## config.mk

```make
export PLATFORM = sky130hd
export DESIGN_NAME = multicycle_ctrl
export DESIGN_NICKNAME = d
export VERILOG_FILES = /design/src/rtl/rv_ctrl_pkg.sv /design/src/rtl/ctrl_decode.sv /design/src/rtl/multicycle_ctrl.sv
export SDC_FILE = /design/constraint.sdc
export NUM_CORES = 1
export LEC_CHECK = 0
export ABC_AREA = 1
export CORE_ASPECT_RATIO = 0.5
export CORE_MARGIN = 1
export CORE_UTILIZATION = 30
export CTS_CLUSTER_SIZE = 10
export DETAILED_ROUTE_END_ITERATION = 10
export GPL_TIMING_DRIVEN = 0
export PLACE_DENSITY = 0.59
export REMOVE_ABC_BUFFERS = 1
export SLEW_MARGIN = 20
export SYNTH_ARGS = -nofsm -noshare
export SYNTH_HDL_FRONTEND = slang
export SYNTH_SLANG_ARGS = --single-unit
```

## constraint.sdc

```tcl
create_clock -name clk -period 2 [get_ports clk]
set_input_delay 0.6 -clock clk [delete_from_list [all_inputs] [get_ports clk]]
set_output_delay 0.6 -clock clk [all_outputs]
set_load 0.1 [all_outputs]
```

## src/rtl/rv_ctrl_pkg.sv

```systemverilog
// Shared encodings for the multi-cycle controller and the datapath mux selects.
package rv_ctrl_pkg;

    localparam int unsigned OPC_W = 7;
    localparam int unsigned F3_W  = 3;
    localparam int unsigned WD_W  = 8;

    localparam logic [OPC_W-1:0] OPC_R      = 7'b0110011;
    localparam logic [OPC_W-1:0] OPC_LOAD   = 7'b0000011;
    localparam logic [OPC_W-1:0] OPC_OP_IMM = 7'b0010011;
    localparam logic [OPC_W-1:0] OPC_STORE  = 7'b0100011;
    localparam logic [OPC_W-1:0] OPC_BRANCH = 7'b1100011;
    localparam logic [OPC_W-1:0] OPC_JAL    = 7'b1101111;
    localparam logic [OPC_W-1:0] OPC_JALR   = 7'b1100111;
    localparam logic [OPC_W-1:0] OPC_LUI    = 7'b0110111;
    localparam logic [OPC_W-1:0] OPC_AUIPC  = 7'b0010111;

    typedef enum logic [2:0] {
        S_FETCH  = 3'd0,
        S_DECODE = 3'd1,
        S_EXEC   = 3'd2,
        S_MEM    = 3'd3,
        S_WB     = 3'd4,
        S_TRAP   = 3'd5
    } state_t;

    typedef enum logic [1:0] {
        ALU_ADD   = 2'b00,
        ALU_SUB   = 2'b01,
        ALU_FUNCT = 2'b10,
        ALU_ADDI  = 2'b11
    } alu_op_t;

    typedef enum logic [1:0] {
        PC_PLUS4  = 2'b00,
        PC_TARGET = 2'b01,
        PC_ALU    = 2'b10
    } pc_src_t;

    typedef enum logic [1:0] {
        WB_ALU = 2'b00,
        WB_MEM = 2'b01,
        WB_PC4 = 2'b10
    } wb_sel_t;

    typedef enum logic [1:0] {
        SRC_A_RS1  = 2'b00,
        SRC_A_PC   = 2'b01,
        SRC_A_ZERO = 2'b10
    } alu_src_a_t;

    // One-hot instruction class
    typedef struct packed {
        logic r;
        logic load;
        logic op_imm;
        logic store;
        logic branch;
        logic jal;
        logic jalr;
        logic lui;
        logic auipc;
    } cls_t;

    localparam cls_t CLS_RESET = cls_t'(9'b1_0000_0000);

endpackage

```

## src/rtl/ctrl_decode.sv

```systemverilog
// Opcode/funct3 to one-hot instruction class.
//   opcode_i  : IR[6:0]
//   funct3_i  : IR[14:12]
//   cls_o     : one-hot class
//   imm_add_o : funct3 == 000 (OP-IMM is a plain ADDI)
//   illegal_o : opcode not in the supported set
module ctrl_decode
    import rv_ctrl_pkg::*;
(
    input  logic [OPC_W-1:0] opcode_i,
    input  logic [F3_W-1:0]  funct3_i,
    output cls_t             cls_o,
    output logic             imm_add_o,
    output logic             illegal_o
);

    always_comb begin
        cls_o     = '0;
        illegal_o = 1'b0;
        imm_add_o = (funct3_i == F3_W'(0));
        case (opcode_i)
            OPC_R:      cls_o.r      = 1'b1;
            OPC_LOAD:   cls_o.load   = 1'b1;
            OPC_OP_IMM: cls_o.op_imm = 1'b1;
            OPC_STORE:  cls_o.store  = 1'b1;
            OPC_BRANCH: cls_o.branch = 1'b1;
            OPC_JAL:    cls_o.jal    = 1'b1;
            OPC_JALR:   cls_o.jalr   = 1'b1;
            OPC_LUI:    cls_o.lui    = 1'b1;
            OPC_AUIPC:  cls_o.auipc  = 1'b1;
            default:    illegal_o    = 1'b1;
        endcase
    end

endmodule

```

## src/rtl/multicycle_ctrl.sv

```systemverilog
// Multi-cycle RV32I sequencing controller: FETCH/DECODE/EXEC/MEM/WB with a
// memory watchdog and sticky TRAP. Outputs are decoded from the state, the
// registered class, br_taken and mem_ready; all are forced low during reset.
//   clk, rst (async, active-high)
//   opcode, funct3, mem_ready, br_taken         : inputs
//   mem_req, mem_we, mem_addr_sel, ir_we, pc_we : memory / PC / IR enables
//   pc_src, alu_op, alu_src_a, alu_src_b        : datapath selects
//   reg_we, wb_sel, instr_done, trap            : writeback / status
module multicycle_ctrl
    import rv_ctrl_pkg::*;
#(
    parameter int unsigned MEM_TIMEOUT = 15
) (
    input  logic             clk,
    input  logic             rst,
    input  logic [OPC_W-1:0] opcode,
    input  logic [F3_W-1:0]  funct3,
    input  logic             mem_ready,
    input  logic             br_taken,
    output logic             mem_req,
    output logic             mem_we,
    output logic             mem_addr_sel,
    output logic             ir_we,
    output logic             pc_we,
    output logic [1:0]       pc_src,
    output logic [1:0]       alu_op,
    output logic [1:0]       alu_src_a,
    output logic             alu_src_b,
    output logic             reg_we,
    output logic [1:0]       wb_sel,
    output logic             instr_done,
    output logic             trap
);

    state_t           state_q, state_d;
    cls_t             cls_q, cls_d;
    logic             addi_q, addi_d;
    logic [WD_W-1:0]  wd_q, wd_d;

    cls_t dec_cls;
    logic dec_addi;
    logic dec_illegal;

    ctrl_decode u_decode (
        .opcode_i  (opcode),
        .funct3_i  (funct3),
        .cls_o     (dec_cls),
        .imm_add_o (dec_addi),
        .illegal_o (dec_illegal)
    );

    // State, class and watchdog registers
    always_ff @(posedge clk or posedge rst) begin
        if (rst) begin
            state_q <= S_FETCH;
            cls_q   <= CLS_RESET;
            addi_q  <= 1'b0;
            wd_q    <= '0;
        end else begin
            state_q <= state_d;
            cls_q   <= cls_d;
            addi_q  <= addi_d;
            wd_q    <= wd_d;
        end
    end

    logic timeout;

    // Next state and control outputs
    always_comb begin
        state_d      = state_q;
        cls_d        = cls_q;
        addi_d       = addi_q;
        wd_d         = '0;
        mem_req      = 1'b0;
        mem_we       = 1'b0;
        mem_addr_sel = 1'b0;
        ir_we        = 1'b0;
        pc_we        = 1'b0;
        pc_src       = PC_PLUS4;
        alu_op       = ALU_ADD;
        alu_src_a    = SRC_A_RS1;
        alu_src_b    = 1'b0;
        reg_we       = 1'b0;
        wb_sel       = WB_ALU;
        instr_done   = 1'b0;
        trap         = 1'b0;

        // The stall that would bring the count to MEM_TIMEOUT traps; a
        // same-cycle mem_ready completes the transfer instead.
        timeout = !mem_ready && (wd_q == WD_W'(MEM_TIMEOUT - 1));

        case (state_q)
            S_FETCH: begin
                mem_req = 1'b1;
                wd_d    = mem_ready ? '0 : wd_q + WD_W'(1);
                if (mem_ready) begin
                    ir_we   = 1'b1;
                    state_d = S_DECODE;
                end else if (timeout) begin
                    state_d = S_TRAP;
                end
            end
            S_DECODE: begin
                cls_d   = dec_cls;
                addi_d  = dec_addi;
                state_d = dec_illegal ? S_TRAP : S_EXEC;
            end
            S_EXEC: begin
                if (cls_q.r) begin
                    alu_op  = ALU_FUNCT;
                    state_d = S_WB;
                end else if (cls_q.op_imm) begin
                    alu_src_b = 1'b1;
                    alu_op    = addi_q ? ALU_ADDI : ALU_FUNCT;
                    state_d   = S_WB;
                end else if (cls_q.lui || cls_q.auipc) begin
                    alu_src_a = cls_q.lui ? SRC_A_ZERO : SRC_A_PC;
                    alu_src_b = 1'b1;
                    state_d   = S_WB;
                end else if (cls_q.load || cls_q.store) begin
                    alu_src_b = 1'b1;
                    state_d   = S_MEM;
                end else if (cls_q.branch) begin
                    alu_op     = ALU_SUB;
                    pc_we      = 1'b1;
                    pc_src     = br_taken ? PC_TARGET : PC_PLUS4;
                    instr_done = 1'b1;
                    state_d    = S_FETCH;
                end else begin
                    // JAL / JALR: link PC+4 and redirect in one cycle
                    alu_src_b  = cls_q.jalr;
                    pc_src     = cls_q.jalr ? PC_ALU : PC_TARGET;
                    pc_we      = 1'b1;
                    reg_we     = 1'b1;
                    wb_sel     = WB_PC4;
                    instr_done = 1'b1;
                    state_d    = S_FETCH;
                end
            end
            S_MEM: begin
                mem_req      = 1'b1;
                mem_addr_sel = 1'b1;
                mem_we       = cls_q.store;
                wd_d         = mem_ready ? '0 : wd_q + WD_W'(1);
                if (mem_ready) begin
                    if (cls_q.store) begin
                        pc_we      = 1'b1;
                        instr_done = 1'b1;
                        state_d    = S_FETCH;
                    end else begin
                        state_d = S_WB;
                    end
                end else if (timeout) begin
                    state_d = S_TRAP;
                end
            end
            S_WB: begin
                reg_we     = 1'b1;
                pc_we      = 1'b1;
                instr_done = 1'b1;
                wb_sel     = cls_q.load ? WB_MEM : WB_ALU;
                state_d    = S_FETCH;
            end
            S_TRAP: begin
                trap = 1'b1;
            end
            default: begin
                state_d = S_TRAP;
            end
        endcase

        // No enable may leak while reset is held
        if (rst) begin
            mem_req      = 1'b0;
            mem_we       = 1'b0;
            mem_addr_sel = 1'b0;
            ir_we        = 1'b0;
            pc_we        = 1'b0;
            pc_src       = PC_PLUS4;
            alu_op       = ALU_ADD;
            alu_src_a    = SRC_A_RS1;
            alu_src_b    = 1'b0;
            reg_we       = 1'b0;
            wb_sel       = WB_ALU;
            instr_done   = 1'b0;
            trap         = 1'b0;
        end
    end

endmodule

```

==> key figures <==
Status
  – Status: finished, violations left
  – Failing checks: setup timing

Critical path
  – Endpoint class of the critical path: output port
  – CP max stage cell: dfrtp_2
  – Critical Path RT: 1.40 ns
  – Cell mode on critical path: buf_6
  – Crit Reg-Reg Endpoint: cls_q[8]
  – Max incr delay on CP: ~0.43 ns
  – CP Launch Point: state_q[1]
  – Critical path buffers and inverters: 2
  – CP max FO: 4
  – Critical path arrival: between 1.5 and 2 ns
  – CP top delay family: simple AND/OR/NAND/NOR gates
  – Reg2reg setup slack: between 0.4 and 0.5 ns
  – CP cell instances: buf_6 > nand3_4 > nor2_4 > nand2_4 > nor4_4 > buf_6
  – Critical R2R Launch: state_q[2]
  – Crit path depth: 6
  – CP Capture Point: pc_src[0]
  – Kind of critical path: register to output port
  – CP Launch Type: register
  – R2R cell count: 6

STA
  – Final count of pins violating max slew: 0
  – Period utilization: 109.0%
  – Slew margin rel.: 62.63%
  – Unrepaired setup endpoints after global routing: true
  – Highest clock rate: 458.9 MHz
  – Slew @ Worst Pin: between 0.5 and 0.6 ns
  – Setup Skew: around 0.0070 ns
  – Tmin final: 2.179 ns
  – Setup violators final: 15
  – Final hold viol count: 0
  – Setup WS post-layout: -0.1792 ns

Clock network
  – CTS Buffer Depth: 2
  – TritonCTS clock tree: yes
  – Clock sinks: 20
  – TritonCTS Buffers: 3
  – Clk_lat worst skew: 0.26 ns
  – Reg clk slew, reported paths: about 0.08 ns
  – CTS HTree Levels: 1
  – Root buf cell: clkbuf_8

Floorplanning
  – Die area: 4780 µm²
  – Rows: 16
  – Die height: about 49 µm
  – Die W: 96.78 µm
  – I/O Pins: 31
  – Starting Density: between 30% and 40%
  – CORE AREA: 4104 µm²

Synth
  – Largest family of logic cells by synthesized area: simple AND/OR/NAND/NOR gates
  – Sequential area share after synthesis: 37.23%
  – Post-synth EDFFs: 0
  – Synth cell count leaders: 35 x nand2_1, 35 x nor2_1, 28 x inv_1
  – Post-Synth Adder-Cell Area: under 10%
  – Synth Flop Type: dfrtp_1
  – Synth top area share: roughly a third
  – Synth Area in Compound Gates: 8.542%
  – Post-Synth XOR/XNOR Area: 1.300%
  – Mux cell area share after synthesis: 0%
  – Post-synth top area cell: dfrtp_1
  – Synthesized instance count: 186
  – Fraction of registers with async set or reset after synthesis: between 90% and 100%
  – Avg Inst Size Synth: 7.245 µm²
  – Yosys cell types: 33
  – Synth Area in Simple Gates: between 40 and 50%
  – Synth Register Bits: 20
  – Dominant cells by area after synthesis: dfrtp_1 35%, nand2_1 9.7%, nor2_1 9.7%
  – Post-Syn Area: 1348 µm²
  – Warnings from Yosys: 0

Finish
  – ANT cells: 0
  – Post-route non-filler standard cell count: about 300
  – Fin area: 2228 µm²
  – Area delta synth->final: 65.37%
  – Final nets: 259
  – Share of cells above drive strength 1: 38.84%

Global route
  – First-pass GRT wire length: 6072 µm
  – Vias in the first global route: 1359
  – Total grt overflow: 0
  – Initial antenna violation count: 0
  – Largest net degree at the start of global routing: 13
  – GRT Util Overall: 15.71%

Power
  – Maximum vdd drop: 0.1885 mV
  – Power Density: 339.2 nW/µm²
  – Leak: 0.9696 nW

Place
  – Placed Area: about 1700 µm²
  – Gpl congestion: approximately 0.75
  – Post-DP HPWL: roughly 2400 µm
  – Port buffer count: 30
  – Dpl cells: 268

Route
  – Pre-Repair DR Iteration Count: 4
  – WL/cell: 11.83 µm
  – Initial drt markers: 45
  – Total number of vias: 1391
  – DRT antenna net count: 0
  – Final wirelength: approximately 3500 µm
  – Vias/cell: 4.699
  – Remaining DRCs: 0

Flow run
  – MaxCap Viol Count: 0

Min path
  – HP Class: input port to asynchronous set/reset pin
[area by class of cell]
class,instances,area [µm²]
clock buffers,4,45.04
fillers,354,1876
inverters,33,137.6
multi-input cells,131,872.1
flip-flops and latches,20,506.7
well taps,54,67.56
repair buffers,53,594.3
repair inverters,1,5.005
[cells in the final DEF, fill, tap and decap left out, types with 2 or more instances in the layout]
cell type | Yosys | final
inv_4 | 2 | 4
dfrtp_1 | 19 | 15
inv_2 | 3 | 4
ha_1 | 2 | 2
o21ai_0 | 2 | 2
buf_12 | 0 | 10
nor4_4 | 0 | 3
clkdlybuf4s50_1 | 0 | 10
buf_4 | 1 | 21
nor2_2 | 1 | 3
a21oi_1 | 5 | 4
clkbuf_8 | 0 | 3
nand2_1 | 35 | 31
o22ai_1 | 7 | 7
dfrtp_2 | 0 | 4
inv_1 | 28 | 24
nand2_4 | 1 | 5
nand3_1 | 16 | 14
nor2_4 | 3 | 10
nand3_2 | 3 | 4
buf_6 | 1 | 9
nand3_4 | 2 | 3
nor3_1 | 4 | 3
nor2_1 | 35 | 26
[sequential cells by signal, summed over array words and instances (netlist names)]
name,cells
wd_q,8
state_q,3
cls_q,8
addi_q,1
[routing by layer]
| layer | track usage [%] | part of all wire (%) | vias to the layer above |
|---|---|---|---|
| met3 | 2.865 | 2.9 | 8 |
| met5 | 0 | 0 | - |
| met1 | 20.18 | 46 | 643 |
| met4 | 4.478 | 1.9 | 0 |
| met2 | 27.23 | 49 | 23 |
| li1 | - | - | 717 |
[where the power goes]
part	internal (mW)	leakage, nW	switching, mW
Clock	0.142	0.0228	0.132
Combinational	0.0311	0.720	0.0467
Sequential	0.404	0.226	0.0000249
[cells by family (layout without fill, tap and decap cells)]
family	count (synthesis)	count (layout)
AND/OR/NAND/NOR	108	108
buffers and inverters	35	91
flip-flops	20	20
AO/OA/AOI/OAI	19	19
adder cells (fa/ha/maj)	2	2
XOR/XNOR	2	2
[repair_timing]
item / CTS / global route
hold buffers: 0 / 0
setup buffers: 18 / 5
gates resized for setup: 187 / 20
pin swaps: 10 / 8
setup endpoints to repair: 17 / 16
gates cloned: 1 / 0
[worst min path at each step]
stage	start	endpoint	slack, ns	depth (start not counted)
after detailed placement	addi_q	addi_q	0.48	2
after global routing	rst	state_q[0]	0.43	2
after floorplan	addi_q	addi_q	0.45	2
after CTS	rst	state_q[0]	0.45	2
after global placement	wd_q[0]	wd_q[0]	0.47	1
final	rst	state_q[0]	0.40	2
[per-stage QoR]
stage | setup slack (ns) | hold slack (ns) | power (mW) | TNS (ns) | util, %
after floorplan | -2.732 | 0.4473 | 0.4440 | -25.41 | -
after global placement | -2.109 | 0.4707 | 0.4819 | -28.75 | 41.34
after detailed placement | -2.133 | 0.4796 | 0.4829 | -28.93 | 41.34
after CTS | -0.1857 | 0.4525 | 0.7577 | -1.550 | 50.98
after global routing | -0.2649 | 0.4341 | 0.7890 | -2.697 | 54.30
final | -0.1792 | 0.4038 | 0.7559 | -1.625 | 54.30
(Power assumes the default switching activity.)
